File: src/rtl/apb_mem_responder.sv
// apb_mem_responder
//   APB4 completer backed by a NUM_WORDS x DATA_WIDTH register array. It supports byte strobes,
//   a fixed number of wait states and PSLVERR on out-of-range or misaligned addresses.
//
// Ports
//   clk_i      clock, rising edge
//   srst_i     synchronous reset, active high
//   psel_i     peripheral select
//   penable_i  access phase
//   paddr_i    byte address
//   pwrite_i   1 = write, 0 = read
//   pwdata_i   write data
//   pstrb_i    write byte strobes, one per byte lane
//   pready_o   transfer completes this cycle
//   prdata_o   read data, valid while pready_o=1 on a read
//   pslverr_o  error response, valid while pready_o=1
module apb_mem_responder #(
    parameter int unsigned ADDR_WIDTH  = 32,
    parameter int unsigned DATA_WIDTH  = 32,
    parameter int unsigned NUM_WORDS   = 16,
    parameter int unsigned WAIT_STATES = 0,
    parameter logic [ADDR_WIDTH-1:0] BASE_ADDR = '0
) (
    input  logic                    clk_i,
    input  logic                    srst_i,
    input  logic                    psel_i,
    input  logic                    penable_i,
    input  logic [ADDR_WIDTH-1:0]   paddr_i,
    input  logic                    pwrite_i,
    input  logic [DATA_WIDTH-1:0]   pwdata_i,
    input  logic [DATA_WIDTH/8-1:0] pstrb_i,
    output logic                    pready_o,
    output logic [DATA_WIDTH-1:0]   prdata_o,
    output logic                    pslverr_o
);

    localparam int unsigned BL     = DATA_WIDTH / 8;
    localparam int unsigned LOG_BL = $clog2(BL);
    localparam int unsigned IDX_W  = (NUM_WORDS > 1) ? $clog2(NUM_WORDS) : 1;

    localparam logic [ADDR_WIDTH-1:0] ALIGN_MASK  = ADDR_WIDTH'(BL - 1);
    localparam logic [ADDR_WIDTH-1:0] NUM_WORDS_A = ADDR_WIDTH'(NUM_WORDS);

    localparam logic [0:0] StIdle   = 1'b0;
    localparam logic [0:0] StAccess = 1'b1;

    logic [0:0]            state_q, state_d;
    logic [7:0]            cnt_q, cnt_d;
    logic [IDX_W-1:0]      idx_q, idx_d;
    logic                  write_q, write_d;
    logic                  err_q, err_d;
    logic [DATA_WIDTH-1:0] wdata_q, wdata_d;
    logic [BL-1:0]         strb_q, strb_d;
    logic [DATA_WIDTH-1:0] prdata_q, prdata_d;

    logic [DATA_WIDTH-1:0] mem_q [NUM_WORDS];

    logic [ADDR_WIDTH-1:0] dec_off;
    logic [ADDR_WIDTH-1:0] dec_idx_full;
    logic [IDX_W-1:0]      dec_idx;
    logic                  dec_err;
    logic [DATA_WIDTH-1:0] rd_word;
    logic                  complete;
    logic                  wr_en;

    // Address decode for the setup phase.
    always_comb begin
        dec_off      = paddr_i - BASE_ADDR;
        dec_idx_full = dec_off >> LOG_BL;
        dec_idx      = dec_idx_full[IDX_W-1:0];
        dec_err      = (paddr_i < BASE_ADDR) || (dec_idx_full >= NUM_WORDS_A) ||
                       ((paddr_i & ALIGN_MASK) != '0);
        rd_word      = '0;
        // Only index the array for in-range addresses; errored reads return zero anyway.
        if (!dec_err) begin
            rd_word = mem_q[dec_idx];
        end
    end

    assign complete = (state_q == StAccess) && (cnt_q == 8'd0) && psel_i && penable_i;
    assign wr_en    = complete && write_q && !err_q;

    always_comb begin
        state_d  = state_q;
        cnt_d    = cnt_q;
        idx_d    = idx_q;
        write_d  = write_q;
        err_d    = err_q;
        wdata_d  = wdata_q;
        strb_d   = strb_q;
        prdata_d = prdata_q;
        case (state_q)
            StIdle: begin
                // Access-phase signals without a preceding setup are ignored.
                if (psel_i && !penable_i) begin
                    state_d  = StAccess;
                    cnt_d    = 8'(WAIT_STATES);
                    idx_d    = dec_idx;
                    write_d  = pwrite_i;
                    err_d    = dec_err;
                    wdata_d  = pwdata_i;
                    strb_d   = pstrb_i;
                    prdata_d = (dec_err || pwrite_i) ? '0 : rd_word;
                end
            end
            StAccess: begin
                if (!psel_i) begin
                    // Master abort: drop the transfer silently.
                    state_d  = StIdle;
                    prdata_d = '0;
                end else if (cnt_q != 8'd0) begin
                    cnt_d = cnt_q - 8'd1;
                end else if (penable_i) begin
                    state_d  = StIdle;
                    prdata_d = '0;
                end
            end
            default: begin
                state_d  = StIdle;
                prdata_d = '0;
            end
        endcase
    end

    always_ff @(posedge clk_i) begin
        if (srst_i) begin
            state_q  <= StIdle;
            cnt_q    <= 8'd0;
            idx_q    <= '0;
            write_q  <= 1'b0;
            err_q    <= 1'b0;
            wdata_q  <= '0;
            strb_q   <= '0;
            prdata_q <= '0;
        end else begin
            state_q  <= state_d;
            cnt_q    <= cnt_d;
            idx_q    <= idx_d;
            write_q  <= write_d;
            err_q    <= err_d;
            wdata_q  <= wdata_d;
            strb_q   <= strb_d;
            prdata_q <= prdata_d;
        end
    end

    always_ff @(posedge clk_i) begin
        if (srst_i) begin
            for (int unsigned i = 0; i < NUM_WORDS; i++) begin
                mem_q[i] <= '0;
            end
        end else if (wr_en) begin
            for (int unsigned b = 0; b < BL; b++) begin
                if (strb_q[b]) begin
                    mem_q[idx_q][8*b +: 8] <= wdata_q[8*b +: 8];
                end
            end
        end
    end

    // Handshake outputs come straight from registers.
    assign pready_o  = (state_q == StAccess) && (cnt_q == 8'd0);
    assign pslverr_o = pready_o && err_q;
    assign prdata_o  = prdata_q;

endmodule

File: config.mk
export PLATFORM = sky130hd
export DESIGN_NAME = apb_mem_responder
export DESIGN_NICKNAME = d
export VERILOG_FILES = /design/src/rtl/apb_mem_responder.sv
export SDC_FILE = /design/constraint.sdc
export NUM_CORES = 1
export LEC_CHECK = 0
export ABC_AREA = 0
export BUFFER_PORTS_ARGS = -buffer_cell sky130_fd_sc_hd__buf_2
export CAP_MARGIN = 10
export CELL_PAD_IN_SITES_DETAIL_PLACEMENT = 1
export CELL_PAD_IN_SITES_GLOBAL_PLACEMENT = 1
export CORE_MARGIN = 2
export CORE_UTILIZATION = 50
export DETAILED_ROUTE_END_ITERATION = 16
export HOLD_SLACK_MARGIN = 0.12
export PLACE_DENSITY = 0.86
export SLEW_MARGIN = 20
export SYNTH_ARGS = -nofsm -noshare
export SYNTH_HDL_FRONTEND = slang
export SYNTH_SLANG_ARGS = --single-unit
File: constraint.sdc
create_clock -name clk_i -period 3.1 [get_ports clk_i]
set_input_delay 0.465 -clock clk_i [delete_from_list [all_inputs] [get_ports clk_i]]
set_output_delay 0.465 -clock clk_i [all_outputs]
set_load 0.05 [all_outputs]
==> results of run 1 <==
cell usage in the layout (no fill, tap or decap), types with 20 or more instances in the layout:
| master | n |
|---|---|
| sky130_fd_sc_hd__o22ai_1 | 20 |
| sky130_fd_sc_hd__mux2i_1 | 62 |
| sky130_fd_sc_hd__dlygate4sd3_1 | 31 |
| sky130_fd_sc_hd__nor2b_1 | 34 |
| sky130_fd_sc_hd__nor2_1 | 65 |
| sky130_fd_sc_hd__dfxtp_1 | 83 |
| sky130_fd_sc_hd__a22o_1 | 32 |
| sky130_fd_sc_hd__mux4_2 | 108 |
| sky130_fd_sc_hd__nand2_1 | 95 |
| sky130_fd_sc_hd__buf_4 | 77 |
| sky130_fd_sc_hd__a211oi_1 | 23 |
| sky130_fd_sc_hd__buf_2 | 102 |
| sky130_fd_sc_hd__clkbuf_16 | 61 |
| sky130_fd_sc_hd__or2_2 | 57 |
| sky130_fd_sc_hd__and2_1 | 514 |
| sky130_fd_sc_hd__edfxtp_1 | 512 |
| sky130_fd_sc_hd__a21oi_1 | 68 |
flip-flops by register name, indices dropped and copies added (netlist names):
register / cells
prdata_o: 32
state_q: 1
write_q: 1
wdata_q: 32
strb_q: 4
err_q: 1
cnt_q: 8
idx_q: 4
mem_q: 512
metal layers:
layer,up-vias,track usage (%),part of all wire (%)
li1,7238,-,-
met1,8709,35.2,38
met2,781,47.3,50
met3,158,6.14,8.1
met4,2,9.51,3.2
met5,-,0,0.017
report_power, final:
group | internal (mW) | switching, mW
Clock | 4.08 | 3.21
Combinational | 0.444 | 0.645
Sequential | 8.92 | 0.231
Total | 13.5 | 4.09
layout make-up:
class	count	share of cell area, %
Sequential cell	595	55.7
Multi-Input combinational cell	1180	29.9
Clock buffer	83	5.42
Timing Repair Buffer	219	5.12
Tap cell	688	2.81
Clock inverter	31	0.945
Inverter	5	0.0613
Antenna cell	2	0.0164
per-stage QoR:
step           worst slack (ns)  instances  power (mW)  hold WS [ns]
2_1_floorplan             0.583       1898        9.87         0.436
3_3_place_gp              0.309       2655        10.3         0.456
3_5_place_dp              0.148       2655        10.3         0.453
4_1_cts                   0.194       2800        17.5         0.121
5_1_grt                  0.0117       2803        18.0         0.138
6_report                  0.133       2803        17.5         0.137
timing repair:
| action | CTS | global route |
|---|---|---|
| hold endpoints to repair | 31 | 0 |
| buffers inserted | 0 | 0 |
| hold buffers | 31 | 0 |
| setup endpoints to repair | 0 | 0 |
critical path, cell delays in order (launching register included):
cell and delay [ns]:
sky130_fd_sc_hd__dfxtp_1 0.37, sky130_fd_sc_hd__nor4_2 0.53, sky130_fd_sc_hd__and2_1 0.23, sky130_fd_sc_hd__buf_4 0.26, sky130_fd_sc_hd__nand3_1 0.39, sky130_fd_sc_hd__nor2_1 0.53
sky130_fd_sc_hd__or2_2 0.33
final timing paths:
kind,to,cells past startpoint
max,mem_q[5][21],6
min,wdata_q[21],3
max reg2reg,mem_q[5][21],6
min reg2reg,prdata_o[25],1
cells by family (layout without fill, tap and decap cells):
logic type | count (synthesis) | after routing
other cells | 0 | 2
buf+inv | 123 | 338
flops | 595 | 595
xor+xnor | 4 | 4
compound gates | 157 | 157
simple gates | 847 | 847
mux | 170 | 170
fa+ha+maj | 2 | 2
==> run_summary.xml, run 1 <==
<?xml version="1.0" encoding="UTF-8"?>
<metrics>
  <group name="status">
    <metric name="outcome" unit="">finished clean</metric>
  </group>
  <group name="routing">
    <metric name="postRouteWirelength" unit="mm">77.4</metric>
    <metric name="vias" unit="">16888</metric>
    <metric name="drt_iter0_drc" unit="">1545</metric>
    <metric name="drc" unit="">0</metric>
    <metric name="drt-wirelength-per-cell" unit="µm">27.6</metric>
    <metric name="drtAntennaViolNets" unit="">0</metric>
    <metric name="detail_route.vias_per_cell" unit="">6.02</metric>
    <metric name="firstDrtPassIters" unit="">5</metric>
  </group>
  <group name="setup_path">
    <metric name="critPathArrivalTime" unit="ns">3.30</metric>
    <metric name="worst-r2r-setup-slack" unit="ns">0.13</metric>
    <metric name="timing.rr.start" unit="">cnt_q[2]</metric>
    <metric name="critical_path_class" unit="">flip-flop to flip-flop</metric>
    <metric name="cp-end-kind" unit="">flip-flop</metric>
    <metric name="startpoint_type" unit="">flip-flop</metric>
    <metric name="worst_ep_required_time" unit="ns">3.43</metric>
    <metric name="critical_path_peak_fanout" unit="">16</metric>
    <metric name="critPathLaunch" unit="">cnt_q[2]</metric>
  </group>
  <group name="global_routing">
    <metric name="grt_first_pass_wirelength" unit="mm">115</metric>
    <metric name="grt_antenna_before_repair" unit="">3</metric>
    <metric name="first_global_vias" unit="">18212</metric>
    <metric name="grt_usage" unit="%">27.8</metric>
    <metric name="grt_start_max_net_pins" unit="">87</metric>
    <metric name="grt_overflow" unit="">0</metric>
  </group>
  <group name="logic_synthesis">
    <metric name="sequential_area_share_after_synthesis" unit="%">63.8</metric>
    <metric name="synth_async_sr_flop_share" unit="%">0</metric>
    <metric name="synth_simple_gate_area_share" unit="%">18.7</metric>
    <metric name="synth_fa_ha_area_share" unit="%">0.0938</metric>
    <metric name="edff_count_synth" unit="">512</metric>
    <metric name="count_of_cell_types_in_the_netlist" unit="">42</metric>
    <metric name="post_synthesis_compound_gate_area_fraction" unit="%">3.85</metric>
    <metric name="yosysTopAreaCell" unit="">sky130_fd_sc_hd__edfxtp_1</metric>
    <metric name="yosys-top-cells-count" unit="">514 x sky130_fd_sc_hd__and2_1, 512 x sky130_fd_sc_hd__edfxtp_1, 108 x sky130_fd_sc_hd__mux4_2, 95 x sky130_fd_sc_hd__nand2_1, 83 x sky130_fd_sc_hd__dfxtp_1</metric>
    <metric name="synth_xor_xnor_area_share" unit="%">0.131</metric>
    <metric name="yosysTopAreaCellShare" unit="%">57.6</metric>
    <metric name="synth.top_cells.by_area" unit="">sky130_fd_sc_hd__edfxtp_1 58%, sky130_fd_sc_hd__and2_1 12%, sky130_fd_sc_hd__mux4_2 9.1%, sky130_fd_sc_hd__dfxtp_1 6.2%, sky130_fd_sc_hd__mux2i_1 2.3%</metric>
    <metric name="synth.area.mux_share" unit="%">11.4</metric>
    <metric name="yosysWarningCount" unit="">0</metric>
    <metric name="cells_after_synthesis" unit="">1898</metric>
    <metric name="synth-main-ff-cell" unit="">sky130_fd_sc_hd__edfxtp_1</metric>
    <metric name="avgSynthCellArea" unit="µm²">14.1</metric>
    <metric name="yosysMostFrequentCell" unit="">sky130_fd_sc_hd__and2_1</metric>
    <metric name="post_synth_design_cell_area" unit="µm²">26700</metric>
    <metric name="ys_seq_elements" unit="">595</metric>
    <metric name="main_combinational_cell_family_by_area_after_synthesis" unit="">simple AND/OR/NAND/NOR gates</metric>
    <metric name="synth.net_count" unit="">1973</metric>
  </group>
  <group name="pwr">
    <metric name="pwr_density_cell" unit="nW/µm²">573</metric>
    <metric name="leakage" unit="nW">11.4</metric>
    <metric name="max-vdd-ir-drop" unit="mV">0.462</metric>
  </group>
  <group name="cts">
    <metric name="clk_transition_reported_paths" unit="ns">0.06</metric>
    <metric name="post_cts_resize_count" unit="">0</metric>
    <metric name="cts.sinks" unit="">595</metric>
    <metric name="clk-insertion-delay-late" unit="ns">0.66</metric>
    <metric name="clock_tree_root_driver_cell" unit="">sky130_fd_sc_hd__clkbuf_16</metric>
    <metric name="clock_path_buffers" unit="">3</metric>
    <metric name="tritoncts_clock_tree" unit="">built</metric>
    <metric name="numCtsBuffers" unit="">61</metric>
    <metric name="h-tree-depth" unit="">2</metric>
  </group>
  <group name="sta">
    <metric name="fin_crit_sh" unit="%">95.7</metric>
    <metric name="timing.final.crit_period" unit="ns">2.97</metric>
    <metric name="final-setup-viol-count" unit="">0</metric>
    <metric name="final_hold_viol_count" unit="">0</metric>
    <metric name="fmaxAchievable" unit="MHz">337</metric>
    <metric name="rsz_0062_raised_after_global_routing" unit="">no</metric>
    <metric name="worst_slew_pin_slew" unit="ns">1.06</metric>
    <metric name="final.setup.tns" unit="ns">0</metric>
    <metric name="clock-skew-final" unit="ns">0.0493</metric>
    <metric name="timing.slew.headroom" unit="%">29.2</metric>
    <metric name="slew_viol_final" unit="">0</metric>
  </group>
  <group name="floorplanning">
    <metric name="initial_core_util" unit="%">50.7</metric>
    <metric name="dieHeight" unit="µm">235</metric>
    <metric name="fp.dieW" unit="µm">235</metric>
    <metric name="num_rows" unit="">84</metric>
    <metric name="top_level_ports" unit="">107</metric>
    <metric name="fp.dieArea" unit="µm²">55200</metric>
    <metric name="design.core.area" unit="µm²">52700</metric>
  </group>
  <group name="layout">
    <metric name="finish.utilization" unit="%">58.1</metric>
    <metric name="area_growth" unit="%">14.6</metric>
    <metric name="final_layout_size_suffix_gt1_share" unit="%">21.8</metric>
    <metric name="multiInputGateArea" unit="µm²">9160</metric>
    <metric name="sequential_standard_cell_area" unit="µm²">17000</metric>
    <metric name="nets_finish" unit="">2137</metric>
    <metric name="stdcell_area" unit="µm²">30600</metric>
    <metric name="filler_cell_count" unit="">4979</metric>
  </group>
  <group name="place">
    <metric name="dpl_cell_area" unit="µm²">28300</metric>
    <metric name="finalWeightedCongestion" unit="">0.858</metric>
    <metric name="numPortBuffers" unit="">106</metric>
    <metric name="dp_hpwl" unit="mm">49.5</metric>
  </group>
  <group name="job">
    <metric name="maxcap_viol_count" unit="">0</metric>
  </group>
  <group name="hold_path">
    <metric name="type_of_the_most_critical_hold_path" unit="">input pin to flip-flop</metric>
    <metric name="timing.hold.worst.start" unit="">pwdata_i[21]</metric>
  </group>
</metrics>
(Power assumes the default switching activity.)
==> run 2: changes to the inputs <==
--- a/config.mk
+++ b/config.mk
@@ -14,2 +14,3 @@
 export CORE_UTILIZATION = 50
+export CTS_BUF_LIST = sky130_fd_sc_hd__clkbuf_8
 export DETAILED_ROUTE_END_ITERATION = 16
==> constraint.sdc (replaced) <==
create_clock -name clk_i -period 3.1 [get_ports clk_i]
set_input_delay 0.155 -clock clk_i [delete_from_list [all_inputs] [get_ports clk_i]]
set_output_delay 0.155 -clock clk_i [all_outputs]
set_load 0.05 [all_outputs]
==> run_summary.xml, run 2 (synthesis results as in run 1) <==
<?xml version="1.0" encoding="UTF-8"?>
<metrics>
  <group name="status">
    <metric name="outcome" unit="">finished clean</metric>
  </group>
  <group name="layout">
    <metric name="finish.utilization" unit="%">59.0</metric>
    <metric name="nets_finish" unit="">2216</metric>
    <metric name="final_cell_mix" unit="">514 x sky130_fd_sc_hd__and2_1, 512 x sky130_fd_sc_hd__edfxtp_1, 123 x sky130_fd_sc_hd__clkbuf_8, 108 x sky130_fd_sc_hd__mux4_2, 102 x sky130_fd_sc_hd__buf_2</metric>
    <metric name="area_growth" unit="%">16.5</metric>
    <metric name="final_layout_size_suffix_gt1_share" unit="%">23.7</metric>
    <metric name="stdcell_area" unit="µm²">31100</metric>
    <metric name="layout.cells.most_common" unit="">sky130_fd_sc_hd__and2_1</metric>
    <metric name="finalNonFillerCells" unit="">2916</metric>
    <metric name="flip_flop_count_of_the_largest_register_after_layout" unit="">512</metric>
    <metric name="n_antenna_cell" unit="">0</metric>
    <metric name="filler_cell_count" unit="">5016</metric>
    <metric name="largest-register" unit="">mem_q</metric>
  </group>
  <group name="place">
    <metric name="finalWeightedCongestion" unit="">0.837</metric>
    <metric name="dpl_cell_area" unit="µm²">28300</metric>
    <metric name="numPortBuffers" unit="">106</metric>
    <metric name="dp_hpwl" unit="mm">50.6</metric>
    <metric name="placedCellCount" unit="">2658</metric>
  </group>
  <group name="cts">
    <metric name="tritoncts_clock_tree" unit="">built</metric>
    <metric name="clock_path_buffers" unit="">3</metric>
    <metric name="cts.sinks" unit="">595</metric>
    <metric name="clk-insertion-delay-late" unit="ns">0.75</metric>
    <metric name="cts.repair_timing.setup_buffer_count" unit="">0</metric>
    <metric name="h-tree-depth" unit="">3</metric>
    <metric name="numCtsBuffers" unit="">99</metric>
    <metric name="clock_tree_root_driver_cell" unit="">sky130_fd_sc_hd__clkbuf_8</metric>
    <metric name="clk_transition_reported_paths" unit="ns">0.06</metric>
  </group>
  <group name="floorplanning">
    <metric name="fp.dieArea" unit="µm²">55200</metric>
    <metric name="initial_core_util" unit="%">50.7</metric>
    <metric name="design.core.area" unit="µm²">52700</metric>
    <metric name="fp.dieW" unit="µm">235</metric>
    <metric name="top_level_ports" unit="">107</metric>
    <metric name="num_rows" unit="">84</metric>
    <metric name="dieHeight" unit="µm">235</metric>
  </group>
  <group name="setup_path">
    <metric name="endpoint" unit="">prdata_o[21]</metric>
    <metric name="timing.rr.end" unit="">mem_q[5][23]</metric>
    <metric name="startpoint_type" unit="">input pin</metric>
    <metric name="timing.rr.start" unit="">cnt_q[2]</metric>
    <metric name="worst-r2r-setup-slack" unit="ns">0.24</metric>
    <metric name="cp-end-kind" unit="">flip-flop</metric>
    <metric name="r2r.worst_path.cells" unit="">6</metric>
    <metric name="critical_path_class" unit="">input pin to flip-flop</metric>
    <metric name="critPathArrivalTime" unit="ns">3.67</metric>
    <metric name="worst_ep_required_time" unit="ns">3.75</metric>
    <metric name="critPathLaunch" unit="">paddr_i[12]</metric>
    <metric name="critical_path_peak_fanout" unit="">19</metric>
  </group>
  <group name="sta">
    <metric name="final.setup.tns" unit="ns">0</metric>
    <metric name="timing.slew.headroom" unit="%">37.2</metric>
    <metric name="rsz_0062_raised_after_global_routing" unit="">no</metric>
    <metric name="timing.final.crit_period" unit="ns">3.02</metric>
    <metric name="slew_viol_final" unit="">0</metric>
    <metric name="final-setup-viol-count" unit="">0</metric>
    <metric name="worst_slew_pin_slew" unit="ns">0.940</metric>
    <metric name="fmaxAchievable" unit="MHz">332</metric>
    <metric name="fin_crit_sh" unit="%">97.3</metric>
    <metric name="final_hold_viol_count" unit="">0</metric>
    <metric name="clock-skew-final" unit="ns">0.0487</metric>
  </group>
  <group name="global_routing">
    <metric name="grt_antenna_before_repair" unit="">0</metric>
    <metric name="first_global_vias" unit="">18803</metric>
    <metric name="grt_start_max_net_pins" unit="">64</metric>
    <metric name="grt_overflow" unit="">0</metric>
    <metric name="grt_first_pass_wirelength" unit="mm">123</metric>
    <metric name="grt_usage" unit="%">30.1</metric>
  </group>
  <group name="routing">
    <metric name="detail_route.vias_per_cell" unit="">6.04</metric>
    <metric name="drc" unit="">0</metric>
    <metric name="drt-wirelength-per-cell" unit="µm">28.5</metric>
    <metric name="drt_iter0_drc" unit="">1622</metric>
    <metric name="postRouteWirelength" unit="mm">83.0</metric>
    <metric name="firstDrtPassIters" unit="">5</metric>
    <metric name="drtAntennaViolNets" unit="">0</metric>
    <metric name="vias" unit="">17608</metric>
  </group>
  <group name="pwr">
    <metric name="pwr_density_cell" unit="nW/µm²">563</metric>
    <metric name="max-vdd-ir-drop" unit="mV">0.398</metric>
    <metric name="leakage" unit="nW">11.9</metric>
  </group>
  <group name="job">
    <metric name="maxcap_viol_count" unit="">0</metric>
  </group>
  <group name="hold_path">
    <metric name="type_of_the_most_critical_hold_path" unit="">input pin to flip-flop</metric>
  </group>
</metrics>
## run 2: cell count changes in the layout (fill, tap and decap cells not counted), sizes merged
cell         change
dlygate4sd3     +39
clkinv           -1
buf              +2
clkinvlp         +1
diode            -2
inv             +37
bufinv           -3
clkbuf          +40
## run 2: critical path, cell delays in order
cell and delay, ns:
sky130_fd_sc_hd__dlygate4sd3_1 0.54, sky130_fd_sc_hd__buf_2 0.13, sky130_fd_sc_hd__nor4_1 0.39, sky130_fd_sc_hd__dlygate4sd3_1 0.62
sky130_fd_sc_hd__nand4_1 0.07, sky130_fd_sc_hd__dlygate4sd3_1 0.58, sky130_fd_sc_hd__nor2_1 0.28, sky130_fd_sc_hd__nor4b_2 0.37
sky130_fd_sc_hd__buf_6 0.32, sky130_fd_sc_hd__a22o_1 0.19
## run 2: through the flow
| stage | setup WS (ns) | power, mW | hold slack (ns) |
|---|---|---|---|
| 5_1_grt | 0.0368 | 18.0 | 0.239 |
| 4_1_cts | 0.296 | 17.5 | 0.189 |
| 3_3_place_gp | 0.529 | 10.3 | 0.398 |
| 6_report | 0.0841 | 17.5 | 0.243 |
| 2_1_floorplan | 0.763 | 9.87 | 0.247 |
| 3_5_place_dp | 0.356 | 10.4 | 0.405 |
## run 2: where the power goes
part           switching, mW  internal [mW]
logic                  0.672          0.468
clock network           3.48           3.71
registers              0.243           8.92
## run 2: metal layers
metal	share of wire (%)	vias up	track usage, %
li1	-	7430	-
met1	38	9028	37.6
met2	50	922	50.9
met3	7.5	228	6.27
met4	4.3	0	12.9
met5	0	-	0
## run 2: repair_timing
action	in CTS	in global routing
hold endpoints to repair	80	0
setup endpoints to repair	0	16
hold buffers	70	0
resized for setup	0	1
## run 2: worst min path at each step
stage	cells after the start	end	from
final	4	wdata_q[29]	pwdata_i[29]
after global routing	4	wdata_q[23]	pwdata_i[23]
after global placement	3	wdata_q[9]	pwdata_i[9]
after CTS	4	wdata_q[16]	pwdata_i[16]
after floorplan	1	state_q	penable_i
after detailed placement	3	wdata_q[11]	pwdata_i[11]
## run 2: layout make-up
class / count / area, µm² / share of cell area, %
Clock inverter: 65 / 354 / 1.14
Tap cell: 688 / 861 / 2.77
Multi-Input combinational cell: 1180 / 9160 / 29.5
Inverter: 5 / 18.8 / 0.0604
Clock buffer: 123 / 1690 / 5.45
Sequential cell: 595 / 17000 / 54.8
Timing Repair Buffer: 260 / 1960 / 6.30
